### src/rtl/regfile_pkg.sv
// rtl/regfile_pkg.sv - shared types and defaults for the register file arbiter
package regfile_pkg;

  localparam int DEF_DATA_W = 4;
  localparam int DEF_ADDR_W = 3;
  localparam int DEF_DEPTH  = 8;

  localparam logic REQ_DEC = 1'b0;
  localparam logic REQ_WB  = 1'b1;

  typedef enum logic {
    INIT,
    SERVE
  } state_e;

endpackage

### src/rtl/rr_arbiter2.sv
// rtl/rr_arbiter2.sv - two-way round-robin grant with pointer update
module rr_arbiter2 (
  input  logic [1:0] valid,
  input  logic       rr_ptr,
  input  logic       accept,
  output logic [1:0] grant,
  output logic       next_ptr
);

  always_comb begin
    grant    = 2'b00;
    next_ptr = rr_ptr;
    if (accept) begin
      if (valid == 2'b11) grant = rr_ptr ? 2'b10 : 2'b01;
      else                grant = valid;
    end
    // Priority passes to the requester that did not just transfer.
    if (grant[0])      next_ptr = 1'b1;
    else if (grant[1]) next_ptr = 1'b0;
  end

endmodule

### src/rtl/regfile_arbiter.sv
// rtl/regfile_arbiter.sv - shares the single-port register file between decode and writeback
module regfile_arbiter
  import regfile_pkg::*;
#(
  parameter int DATA_W = DEF_DATA_W,
  parameter int ADDR_W = DEF_ADDR_W,
  parameter int DEPTH  = DEF_DEPTH
) (
  input  logic              clk,
  input  logic              rst,
  input  logic              req0_valid,
  input  logic              req0_we,
  input  logic [ADDR_W-1:0] req0_addr,
  input  logic [DATA_W-1:0] req0_wdata,
  output logic              req0_ready,
  output logic              req0_rvalid,
  output logic [DATA_W-1:0] req0_rdata,
  input  logic              req1_valid,
  input  logic              req1_we,
  input  logic [ADDR_W-1:0] req1_addr,
  input  logic [DATA_W-1:0] req1_wdata,
  output logic              req1_ready,
  output logic              req1_rvalid,
  output logic [DATA_W-1:0] req1_rdata,
  output logic              rf_wr_en,
  output logic [ADDR_W-1:0] rf_addr,
  output logic [DATA_W-1:0] rf_in,
  input  logic [DATA_W-1:0] rf_out,
  output logic              init_busy
);

  localparam logic [ADDR_W-1:0] LAST_ADDR = ADDR_W'(DEPTH - 1);

  state_e            state_q, state_d;
  logic [ADDR_W-1:0] init_ptr_q, init_ptr_d;
  logic              rr_ptr_q, rr_ptr_d;
  logic              rd_pend_q, rd_pend_d;
  logic              rd_owner_q, rd_owner_d;
  logic [ADDR_W-1:0] rf_addr_q, rf_addr_d;
  logic [DATA_W-1:0] rdata0_q, rdata0_d;
  logic [DATA_W-1:0] rdata1_q, rdata1_d;

  logic [1:0] grant;
  logic       next_ptr;
  logic       serve_en;

  assign serve_en = rst && (state_q == SERVE);

  rr_arbiter2 u_arb (
    .valid    ({req1_valid, req0_valid}),
    .rr_ptr   (rr_ptr_q),
    .accept   (serve_en),
    .grant    (grant),
    .next_ptr (next_ptr)
  );

  always_comb begin
    state_d    = state_q;
    init_ptr_d = init_ptr_q;
    rr_ptr_d   = next_ptr;
    rd_pend_d  = 1'b0;
    rd_owner_d = rd_owner_q;
    rf_wr_en   = 1'b0;
    rf_addr    = rf_addr_q;
    rf_in      = '0;
    init_busy  = 1'b1;
    req0_ready = grant[0];
    req1_ready = grant[1];

    // Read data is the live register file output in the response cycle, then held.
    req0_rvalid = rst && rd_pend_q && (rd_owner_q == REQ_DEC);
    req1_rvalid = rst && rd_pend_q && (rd_owner_q == REQ_WB);
    rdata0_d    = req0_rvalid ? rf_out : rdata0_q;
    rdata1_d    = req1_rvalid ? rf_out : rdata1_q;

    if (!rst) begin
      state_d    = INIT;
      init_ptr_d = '0;
      rr_ptr_d   = REQ_DEC;
      rd_owner_d = REQ_DEC;
      rf_addr    = '0;
      rdata0_d   = '0;
      rdata1_d   = '0;
    end else if (state_q == INIT) begin
      rf_wr_en   = 1'b1;
      rf_addr    = init_ptr_q;
      init_ptr_d = init_ptr_q + 1'b1;
      if (init_ptr_q == LAST_ADDR) begin
        state_d    = SERVE;
        init_ptr_d = '0;
      end
    end else begin
      init_busy = 1'b0;
      if (grant[1]) begin
        rf_addr  = req1_addr;
        rf_wr_en = req1_we;
        rf_in    = req1_wdata;
      end else if (grant[0]) begin
        rf_addr  = req0_addr;
        rf_wr_en = req0_we;
        rf_in    = req0_wdata;
      end
      if (grant != 2'b00) begin
        rd_pend_d  = ~rf_wr_en;
        rd_owner_d = grant[1];
      end
    end

    rf_addr_d  = rf_addr;
    req0_rdata = rdata0_d;
    req1_rdata = rdata1_d;
  end

  always_ff @(posedge clk) begin
    state_q    <= state_d;
    init_ptr_q <= init_ptr_d;
    rr_ptr_q   <= rr_ptr_d;
    rd_pend_q  <= rd_pend_d;
    rd_owner_q <= rd_owner_d;
    rf_addr_q  <= rf_addr_d;
    rdata0_q   <= rdata0_d;
    rdata1_q   <= rdata1_d;
  end

endmodule

### config.mk
export PLATFORM = sky130hd
export DESIGN_NAME = regfile_arbiter
export DESIGN_NICKNAME = d
export VERILOG_FILES = /design/src/rtl/regfile_pkg.sv /design/src/rtl/rr_arbiter2.sv /design/src/rtl/regfile_arbiter.sv
export SDC_FILE = /design/constraint.sdc
export NUM_CORES = 1
export LEC_CHECK = 0
export ABC_AREA = 1
export BUFFER_PORTS_ARGS = -buffer_cell sky130_fd_sc_hd__clkbuf_2
export CAP_MARGIN = 0
export CORE_MARGIN = 3
export CORE_UTILIZATION = 44
export CTS_CLUSTER_SIZE = 30
export DETAILED_ROUTE_END_ITERATION = 8
export GPL_TIMING_DRIVEN = 0
export HOLD_SLACK_MARGIN = 0.15
export PLACE_DENSITY = 0.75
export SLEW_MARGIN = 20
export SYNTH_ARGS = -nofsm -noshare
export SYNTH_HDL_FRONTEND = slang
export SYNTH_SLANG_ARGS = --single-unit
export TNS_END_PERCENT = 20
### constraint.sdc
create_clock -name clk -period 1.43 [get_ports clk]
set_clock_uncertainty 0.15 [all_clocks]
set_input_delay 0.0715 -clock clk [delete_from_list [all_inputs] [get_ports clk]]
set_output_delay 0.0715 -clock clk [all_outputs]
set_load 0.05 [all_outputs]
==> results of run 1 <==
## kinds of logic after synthesis
| family | count (synthesis) | share of synthesized area |
|---|---|---|
| fa+ha+maj | 2 | 0.0274 |
| buf+inv | 18 | 0.0945 |
| simple gates | 54 | 0.319 |
| flops | 18 | 0.395 |
| compound gates | 25 | 0.164 |
## what timing repair did
item,4_1_cts
hold buffers,8
resized for setup,52
gates cloned,0
pin swaps,11
setup endpoints to repair,20
endpoints found under the hold margin,18
setup buffers,7
## metrics by stage
| step | util | std cells | TNS (ns) |
|---|---|---|---|
| after floorplan | - | 117 | -4.60 |
| after global placement | 0.692 | 185 | -0.707 |
| after detailed placement | 0.692 | 185 | -1.07 |
| after CTS | 0.884 | 203 | -5.08 |
==> metrics, run 1 <==
Cell Rows 15; Synth area leaders dfxtp_1, nand2_1, o21ai_0; Setup WS pre-CTS -0.247 ns; Clock Sinks 18; Root Buffer clkbuf_4; placer's final routability congestion estimate 0.758; post-synth top area share 0.395; most frequent cell after synthesis nand2_1; Cell Area, Placed approximately 0.0013 mm²; largest net degree at the start of global routing 10; Syn Inst Count 117; Post-synth EDFFs 0; IO Count 45; Seq/Total Area, Yosys 0.395; Synth top cells by count nand2_1, dfxtp_1, inv_1, o21ai_0, nor2_1; tool error [ERROR DPL-0033] detailed placement checks failed during check placement.; die height 51.6 µm; worst ep type output port; asr flop ratio synth 0; Yosys cell types 27; hpwl dp 1750 µm; YS warnings 0; H-tree levels 1; PortBufs 43; Mapped Area 913 µm²; worst_ep grt rf_wr_en; Num CTS Buffers 3; Fail Step 5_1_grt; syn nets between 100 and 150; cell taking the most area after synthesis dfxtp_1; Seq cells post-synth 18; width of the die 51.6 µm; Syn Area/Cell 7.81 µm²; Initial Util 0.497; Max clock buf depth 2; ys flop type dfxtp_1; antenna violations before repair 0; status aborted with a tool error
==> inputs of run 2 (changes only) <==
Settings changed: CORE_AREA set to 3 3 64 66, CORE_MARGIN 3 to unset, CORE_UTILIZATION 44 to unset, CTS_CLUSTER_SIZE 30 to unset, DIE_AREA set to 0 0 67 69, HOLD_SLACK_MARGIN 0.15 to unset, PLACE_DENSITY 0.75 to unset, PLACE_DENSITY_LB_ADDON set to 0.15.
==> run 2 against run 1 <==
  * The flow now finishes, with violations (setup timing)
  * Synthesized cell count is the same
  * Area after synthesis is the same
==> metrics, run 2 <==
number of nets in the layout 205; crit path DAT 1.50 ns; Final ANT Viol Nets 0; clock slew at reported path FFs 0.07 ns; worst slew pin tran around 0.4 ns; sequential power share 0.468; Cell Area, Placed 0.00130 mm²; YS warnings 0; most common cell after layout, fill and taps aside clkbuf_2; Worst EP required 1.21 ns; period utilization 1.21; Worst-Skew Late Latency between 0.2 and 0.3 ns; Crit path largest cell delay 0.39 ns; post-synth top area share 0.395; status complete, but fails checks; biggest regs rdata0_q x4, rdata1_q x4; Max Slew Vio Count 0; most frequent cell after synthesis nand2_1; area delta synth->final 94.8%; FILL cells 359; Finished Cell Area approximately 0.0018 mm²; largest net degree at the start of global routing 11; syn nets ~140; drt via density 4.38; most frequent CP cell nand2_2; Num CTS Buffers 3; clock network fraction of total power 0.368; Hold/Removal Path Class primary input to flip-flop; Finished Layout Cells 226; Slowest-stage cell, CP dfxtp_4; Initial Util 0.251; setup ws final -0.294 ns; Cell Pwr Density 630 mW/mm²; first-pass GRT wire length between 4000 and 5000 µm; H-tree levels 1; cell taking the most area after synthesis dfxtp_1; Clock Sinks 18; commonest cells after routing, fill and taps aside clkbuf_2, nand2_1, buf_8, nand2_2, dfxtp_1; Mapped Area 913 µm²; RSZ-0062 raised after global routing true; Internal Power 840 µW; CP Capture Type output pin; Root Buffer clkbuf_8; Tmin final between 1.5 and 2 ns; worst rel slew slack 0.728; ys flop type dfxtp_1; hpwl dp approximately 1800 µm; Max clock buf depth 2; Multi-input gate area 617 µm²; Max VDD drop ~0.00055 V; Syn Inst Count 117; DRC Markers 0; PortBufs 43; Gate power share 0.164; Leakage around 0.8 nW; antenna violations before repair 0; DRT iter0 DRCs 8; Yosys cell types 27; Peak Freq 580 MHz; placer's final routability congestion estimate between 0.7 and 0.8; n_diodes 0; Final setup viols 20; Avg WL per Cell about 12 µm; Seq cells post-synth 18; sw power between 200 and 300 µW; worst setup path class flip-flop to output pin; worst-path cell chain nand2_8, nor2_8, nand2_4, inv_4, nand2_2, nand2_2, inv_2, a21oi_4, buf_8; CTS tree done; Core Footprint between 0.003 and 0.004 mm²; violated checks setup timing; IO Count 45; asr flop ratio synth 0; sw frac 0.251; Seq/Total Area, Yosys 0.395; vias in the first global route 1020; final hold vios 0; Crit Path Max Fanout 7; Die ar. 0.00462 mm²; die height between 60 and 70 µm; placed cells between 200 and 250; GRT Total Usage 0.122; width of the die 67 µm; Cell Rows 22; Post-synth EDFFs 0; total grt overflow 0; Synth area leaders dfxtp_1, nand2_1, o21ai_0; final setup TNS -2.98 ns; via count 990; Core Util, Final 0.490; Synth top cells by count nand2_1, dfxtp_1, inv_1, o21ai_0, nor2_1; router iterations before antenna repair 4; MaxCap Viol Count 0; layout cells sized above 1 0.584; startpoint types flip-flop; Overall Power 1.12 mW; routed wire length 2710 µm; Sequential Area 369 µm²; Syn Area/Cell 7.81 µm²
[run 2: cell counts after synthesis]
No cell type changed its count.
[run 2: through the flow]
stage | worst slack [ns] | hold slack [ns]
after detailed placement | -0.223 | 0.160
after global routing | -0.369 | 0.00272
after floorplan | -0.275 | 0.107
after CTS | -0.344 | -0.0134
after global placement | -0.213 | 0.155
final | -0.294 | 0.00318
[run 2: cell families (layout without fill, tap and decap cells)]
logic type / after synthesis / in the layout / synth area share
buf+inv: 18 / 79 / 0.0945
flops: 18 / 18 / 0.395
compound gates: 25 / 25 / 0.164
simple gates: 54 / 54 / 0.319
fa+ha+maj: 2 / 2 / 0.0274
[run 2: layout make-up]
type	count	share of cell area
buffer	2	0.00914
clock buffer	4	0.0309
inverter	15	0.0345
multi-input combinational	81	0.347
sequential	18	0.207
tap	48	0.0338
timing repair buffer	58	0.338
[run 2: what timing repair did]
| action | in CTS | in global routing |
|---|---|---|
| hold buffers | 4 | 0 |
| endpoints found under the setup margin | 20 | 20 |
| gates cloned | 0 | 0 |
| buffers inserted | 10 | 1 |
| gates resized for setup | 57 | 23 |
| pin swaps | 5 | 7 |
| endpoints found under the hold margin | 8 | 0 |
[run 2: routing by layer]
metal  GRT usage  vias up  routed length, µm
met5           0        -                  0
met4      0.0338        0                 12
met3      0.0228        2                130
met2       0.211       28               1460
met1       0.151      465               1100
li1            -      495                  -
[run 2: critical path: cells and delay by family (launching register included)]
family                 cells  cell delay (ns)
AOI/OAI and AO/OA          1             0.16
buffers and inverters      3             0.29
DFF                        1             0.39
and+or+nand+nor            5             0.40
[run 2: worst paths after layout]
| path | cells past startpoint | startpoint | slack [ns] | to |
|---|---|---|---|---|
| setup / recovery | 9 | state_q$_SDFF_PN0_ | -0.29 | rf_addr[2] |
| hold / removal | 3 | rst | 0.003 | rdata0_q[0]$_DFF_P_ |
| setup reg to reg | 8 | state_q$_SDFF_PN0_ | 0.12 | rf_addr_q[2]$_DFF_P_ |
| hold reg to reg | 2 | rdata1_q[0]$_DFF_P_ | 0.33 | rdata1_q[0]$_DFF_P_ |
[run 2: power by group through the flow]
stage	clock, mW	combinational, mW	sequential (mW)
after global routing	0.457	0.202	0.526
after CTS	0.425	0.181	0.528
after global placement	0	0.146	0.537
after floorplan	0	0.0959	0.536
final	0.412	0.184	0.525
after detailed placement	0	0.150	0.538
Power figures use the tool's default switching activity.
==> inputs of run 3 (changes only) <==
Settings changed: SETUP_SLACK_MARGIN set to 0.3.
==> run 3 against run 2 <==
  * The flow finishes with violations (hold timing, setup timing)
  * Cell count is 4.4% higher
  * Flip-flop and latch count did not move
  * Via count rose by 3.0%
  * Count of clock-buffer cells in the layout stayed put
  * Worst setup slack worse by 0.010 ns
  * Total power rose by 0.44%
  * Routed wire length up 4.1%
  * Critical endpoint unchanged
  * Largest cell class is now non-clock buffers
  * Highest routed layer is now met3
==> metrics, run 3 (synthesized netlist as in run 2, its figures left out) <==
status complete, but fails checks; violated checks hold timing, setup timing; Multi-input gate area 661 µm²; crit path DAT 1.51 ns; MaxCap Viol Count 0; Core Footprint 0.00363 mm²; drt via density 4.32; final hold vios 6; Final setup viols 19; biggest regs rdata0_q x4, rdata1_q x4; Hold Startpoint rf_out[2]; Reg2Reg Setup Slack 0.01 ns; PortBufs 43; hpwl dp around 1800 µm; RSZ-0062 raised after global routing true; Num CTS Buffers 3; Worst EP required 1.21 ns; clock network fraction of total power 0.369; DRT iter0 DRCs 17; number of nets in the layout 215; router iterations before antenna repair 2; Final ANT Viol Nets 0; width of the die between 60 and 70 µm; placer's final routability congestion estimate 0.754; Sequential Area 369 µm²; FILL cells 340; worst rel slew slack 0.765; Gate power share 0.164; Max VDD drop roughly 0.00048 V; Crit Path Max Fanout 7; sw frac 0.255; Tmin final around 1.7 ns; sw power 287 µW; die height 69 µm; CTS tree done; Initial Util 0.251; Max clock buf depth 2; n_diodes 0; Avg WL per Cell 12.0 µm; area delta synth->final 108%; sequential power share 0.467; worst r2r src state_q$_SDFF_PN0_; first-pass GRT wire length 4370 µm; commonest cells after routing, fill and taps aside clkbuf_2, buf_8, nand2_2, nand2_1, buf_4; startpoint types flip-flop; Internal Power about 840 µW; Peak Freq 577 MHz; Die ar. approximately 0.0046 mm²; Slowest-stage cell, CP dfxtp_2; Cell Pwr Density a little under 600 mW/mm²; total grt overflow 0; Hold/Removal Path Class primary input to flip-flop; period utilization 1.21; Clock Sinks 18; WHS -0.0708 ns; routed wire length 2820 µm; Cell Rows 22; final setup TNS -2.84 ns; via count 1020; worst setup path class flip-flop to output pin; layout cells sized above 1 0.676; Setup WS pre-CTS -0.215 ns; GRT Total Usage 0.118; clock slew at reported path FFs 0.07 ns; H-tree levels 1; DRC Markers 0; Worst-Skew Late Latency 0.25 ns; worst slew pin tran 0.349 ns; largest net degree at the start of global routing 11; Crit path largest cell delay 0.33 ns; CP Capture Type output pin; Leakage around 0.88 nW; Max Slew Vio Count 0; most common cell after layout, fill and taps aside clkbuf_2; vias in the first global route 985; IO Count 45; crit path launch state_q$_SDFF_PN0_; Root Buffer clkbuf_8; antenna violations before repair 0; setup ws final -0.304 ns; worst-path cell chain buf_8, nand2_8, nor2_8, nand2_8, inv_6, nand2_2, nand2_2, inv_2, a21oi_4, buf_8
-- run 3: critical path: cells and delay by family, from the launching register on --
| family | cells | cell delay, ns |
|---|---|---|
| AO/OA/AOI/OAI | 1 | 0.16 |
| buffers and inverters | 4 | 0.39 |
| flip-flops | 1 | 0.33 |
| AND/OR/NAND/NOR | 5 | 0.38 |
-- run 3: area by class of cell --
| class | instances | area share |
|---|---|---|
| Inverter | 15 | 0.0337 |
| Tap cell | 48 | 0.0317 |
| Timing Repair Buffer | 67 | 0.346 |
| Clock buffer | 4 | 0.0290 |
| Sequential cell | 18 | 0.195 |
| Multi-Input combinational cell | 81 | 0.349 |
| Buffer | 3 | 0.0165 |
-- run 3: worst paths after layout --
kind | to | depth (start not counted)
hold reg to reg | rdata1_q[0]$_DFF_P_ | 2
setup reg to reg | rf_addr_q[2]$_DFF_P_ | 10
setup / recovery | rf_addr[2] | 10
hold / removal | rdata1_q[2]$_DFF_P_ | 3
-- run 3: timing repair --
action,in CTS,in global routing
endpoints found under the setup margin,36,38
gates cloned,0,0
buffers inserted,17,7
resized for setup,65,37
hold endpoints to repair,6,6
pin swaps,8,7
-- run 3: per-stage QoR --
| stage | instances | hold slack (ns) | utilization | cell area [µm²] | power [mW] |
|---|---|---|---|---|---|
| 2_1_floorplan | 117 | 0.107 | - | 1030 | 0.632 |
| 3_3_place_gp | 208 | 0.155 | 0.358 | 1300 | 0.683 |
| 3_5_place_dp | 208 | 0.164 | 0.358 | 1300 | 0.688 |
| 4_1_cts | 229 | -0.0840 | 0.483 | 1760 | 1.14 |
| 5_1_grt | 236 | -0.0601 | 0.522 | 1900 | 1.18 |
| 6_report | 236 | -0.0708 | 0.522 | 1900 | 1.13 |
-- run 3: layer usage --
layer | share of wire | global-route usage | routed length (µm) | vias up
li1 | - | - | - | 516
met1 | 0.42 | 0.159 | 1190 | 476
met2 | 0.52 | 0.197 | 1480 | 28
met3 | 0.056 | 0.0261 | 159 | 0
met4 | 0 | 0.0135 | 0 | 0
met5 | 0 | 0 | 0 | -
-- run 3: power by group through the flow --
stage / registers, mW / clock network [mW] / logic [mW]
2_1_floorplan: 0.536 / 0 / 0.0959
3_3_place_gp: 0.537 / 0 / 0.146
3_5_place_dp: 0.538 / 0 / 0.149
4_1_cts: 0.528 / 0.435 / 0.175
5_1_grt: 0.528 / 0.454 / 0.201
6_report: 0.526 / 0.415 / 0.185
==> inputs of run 4 (changes only) <==
Settings changed: SYNTH_HIERARCHICAL set to 1.
Clock period 1.43 ns to 1.8 ns, I/O delays scaled along.
==> run 4 against run 3 <==
  * The run ends with setup timing left
  * Die area is the same
  * Sequential power shrank 21%
  * Hold slack improved by 0.081 ns
  * Critical path depth rose by 3
  * Flip-flop and latch count unchanged
  * Cell count rose by 1.3%
  * Non-clock buffer count is 4 lower
  * Global-route usage rose by 0.69 points
  * Synthesized cell count increased by 6.8%
  * First-iteration DRC count up 47%
  * Utilization shrank 3.9 points
  * Critical endpoint unchanged
  * Largest cell class unchanged
==> metrics, run 4 <==
Finished Cell Area 0.00175 mm²; commonest cells after routing, fill and taps aside clkbuf_2, dfxtp_1, nand2_1, buf_4, nand3_2; CP Capture Type output pin; setup ws final -0.234 ns; area delta synth->final 87.9%; MaxCap Viol Count 0; Reg2Reg Setup Slack around 0.070 ns; asr flop ratio synth 0; hpwl dp 1870 µm; Worst-Skew Late Latency 0.25 ns; most common cell after layout, fill and taps aside clkbuf_2; RSZ-0062 raised after global routing true; hold depth 3; first-pass GRT wire length roughly 4600 µm; Avg WL per Cell ~11 µm; worst setup path class flip-flop to output pin; status complete, but fails checks; Leakage about 0.81 nW; worst rel slew slack 0.816; drt via density roughly 4.3; Max clock buf depth 2; via count 1021; layout cells sized above 1 0.597; ys flop type dfxtp_1; Seq cells post-synth 18; biggest regs rdata0_q x4, rdata1_q x4; n_diodes 0; worst-path cell chain buf_8, nand2_8, inv_8, nand2_4, inv_2, nand2_2, clkinvlp_4, buf_6, nand3_2, nand3_2, nand2_2, clkinvlp_4, clkbuf_16; Peak Freq approximately 490 MHz; GR Util met2 0.231; Post-synth EDFFs 0; final setup TNS -1.33 ns; YS warnings 6; Final setup viols 8; Synth area leaders dfxtp_1, nand2_1, nand3_1; Initial Util 0.257; final hold vios 0; met3 usage 0.0423; largest net degree at the start of global routing 11; Cell Rows 22; Clock Sinks 18; Cell Area, Placed 0.00130 mm²; CTS tree done; IO Count 45; violated checks setup timing; Syn Area/Cell 7.47 µm²; DRC Markers 0; Hold/Removal Path Class primary input to flip-flop; placer's final routability congestion estimate 0.767; syn nets about 150; Tmin final 2.03 ns; placed cells between 200 and 250; met1 usage 0.138; antenna violations before repair 0; most frequent cell after synthesis nand2_1; Crit path largest cell delay 0.33 ns; DRT iter0 DRCs 25; routed wire length 2710 µm; Worst EP required 1.56 ns; Seq/Total Area, Yosys 0.386; die height 69 µm; total grt overflow 0; Mapped Area 933 µm²; Syn Inst Count 125; Die ar. ~0.0046 mm²; Overall Power 911 µW; Cell Pwr Density 519 mW/mm²; H-tree levels 1; Crit Path Max Fanout 6; Max VDD drop 0.000453 V; vias in the first global route 1063; Max Slew Vio Count 0; router iterations before antenna repair 4; period utilization 1.13; cell taking the most area after synthesis dfxtp_1; Core Util, Final 0.483; Final ANT Viol Nets 0; GR peak layer met2; width of the die approximately 67 µm; GRT Total Usage 0.125; Synth top cells by count nand2_1, dfxtp_1, nand3_1, inv_1, nor2_1; clock slew at reported path FFs 0.07 ns; startpoint types flip-flop; Core Footprint around 0.0036 mm²; Yosys cell types 21; worst slew pin tran 0.277 ns; PortBufs 43; number of nets in the layout 218; Slowest-stage cell, CP dfxtp_2; Num CTS Buffers 3; Root Buffer clkbuf_8; FF-to-FF path depth 13; Finished Layout Cells around 240; post-synth top area share 0.386; crit path DAT 1.79 ns
-- run 4: cell type report --
cell class / instances / area, µm²
buffer: 4 / 45.0
clock buffer: 4 / 55.1
fill: 380 / 1880
inverter: 18 / 93.8
multi-input combinational: 85 / 586
sequential: 18 / 363
tap: 48 / 60.1
timing repair buffer: 62 / 552
-- run 4: logic make-up after synthesis --
| group | after synthesis | share of synthesized area |
|---|---|---|
| AND/OR/NAND/NOR | 65 | 0.349 |
| buffers and inverters | 22 | 0.118 |
| AO/OA/AOI/OAI | 18 | 0.121 |
| flip-flops | 18 | 0.386 |
| adder cells (fa/ha/maj) | 2 | 0.0268 |
-- run 4: report_power, final --
part / leakage (nW) / internal, mW / total (mW) / switching (mW)
clock: 0.0288 / 0.194 / 0.334 / 0.140
sequential: 0.147 / 0.411 / 0.418 / 0.00710
combinational: 0.636 / 0.0768 / 0.159 / 0.0821
total: 0.811 / 0.682 / 0.911 / 0.229
-- run 4: what timing repair did --
action / 4_1_cts / 5_1_grt
resized for setup: 47 / 20
setup buffers: 11 / 3
setup endpoints to repair: 24 / 24
endpoints found under the hold margin: 8 / 0
pin swaps: 10 / 3
hold buffers: 5 / 0
-- run 4: path summary, 6_finish.rpt --
check | from | endpoint
setup reg to reg | state_q$_SDFF_PN0_ | rf_addr_q[1]$_DFF_P_
setup / recovery | state_q$_SDFF_PN0_ | rf_addr[2]
hold / removal | rst | state_q$_SDFF_PN0_
hold reg to reg | rdata1_q[2]$_DFF_P_ | rdata1_q[2]$_DFF_P_
-- run 4: critical path: cells and delay by family (launching register included) --
family / cells / cell delay (ns)
buf+inv: 7 / 0.79
simple gates: 6 / 0.41
flops: 1 / 0.33
-- run 4: per-layer routing --
layer / share of wire / routed length [µm]
met1: 0.40 / 1080
met5: 0 / 0
met4: 0.0030 / 8
met2: 0.54 / 1460
met3: 0.058 / 157
-- run 4: stage by stage --
stage	hold WS, ns	setup WS [ns]
2_1_floorplan	0.135	-0.334
3_3_place_gp	0.208	-0.200
3_5_place_dp	0.220	-0.222
4_1_cts	0.00501	-0.229
5_1_grt	0.0186	-0.350
6_report	0.00974	-0.234
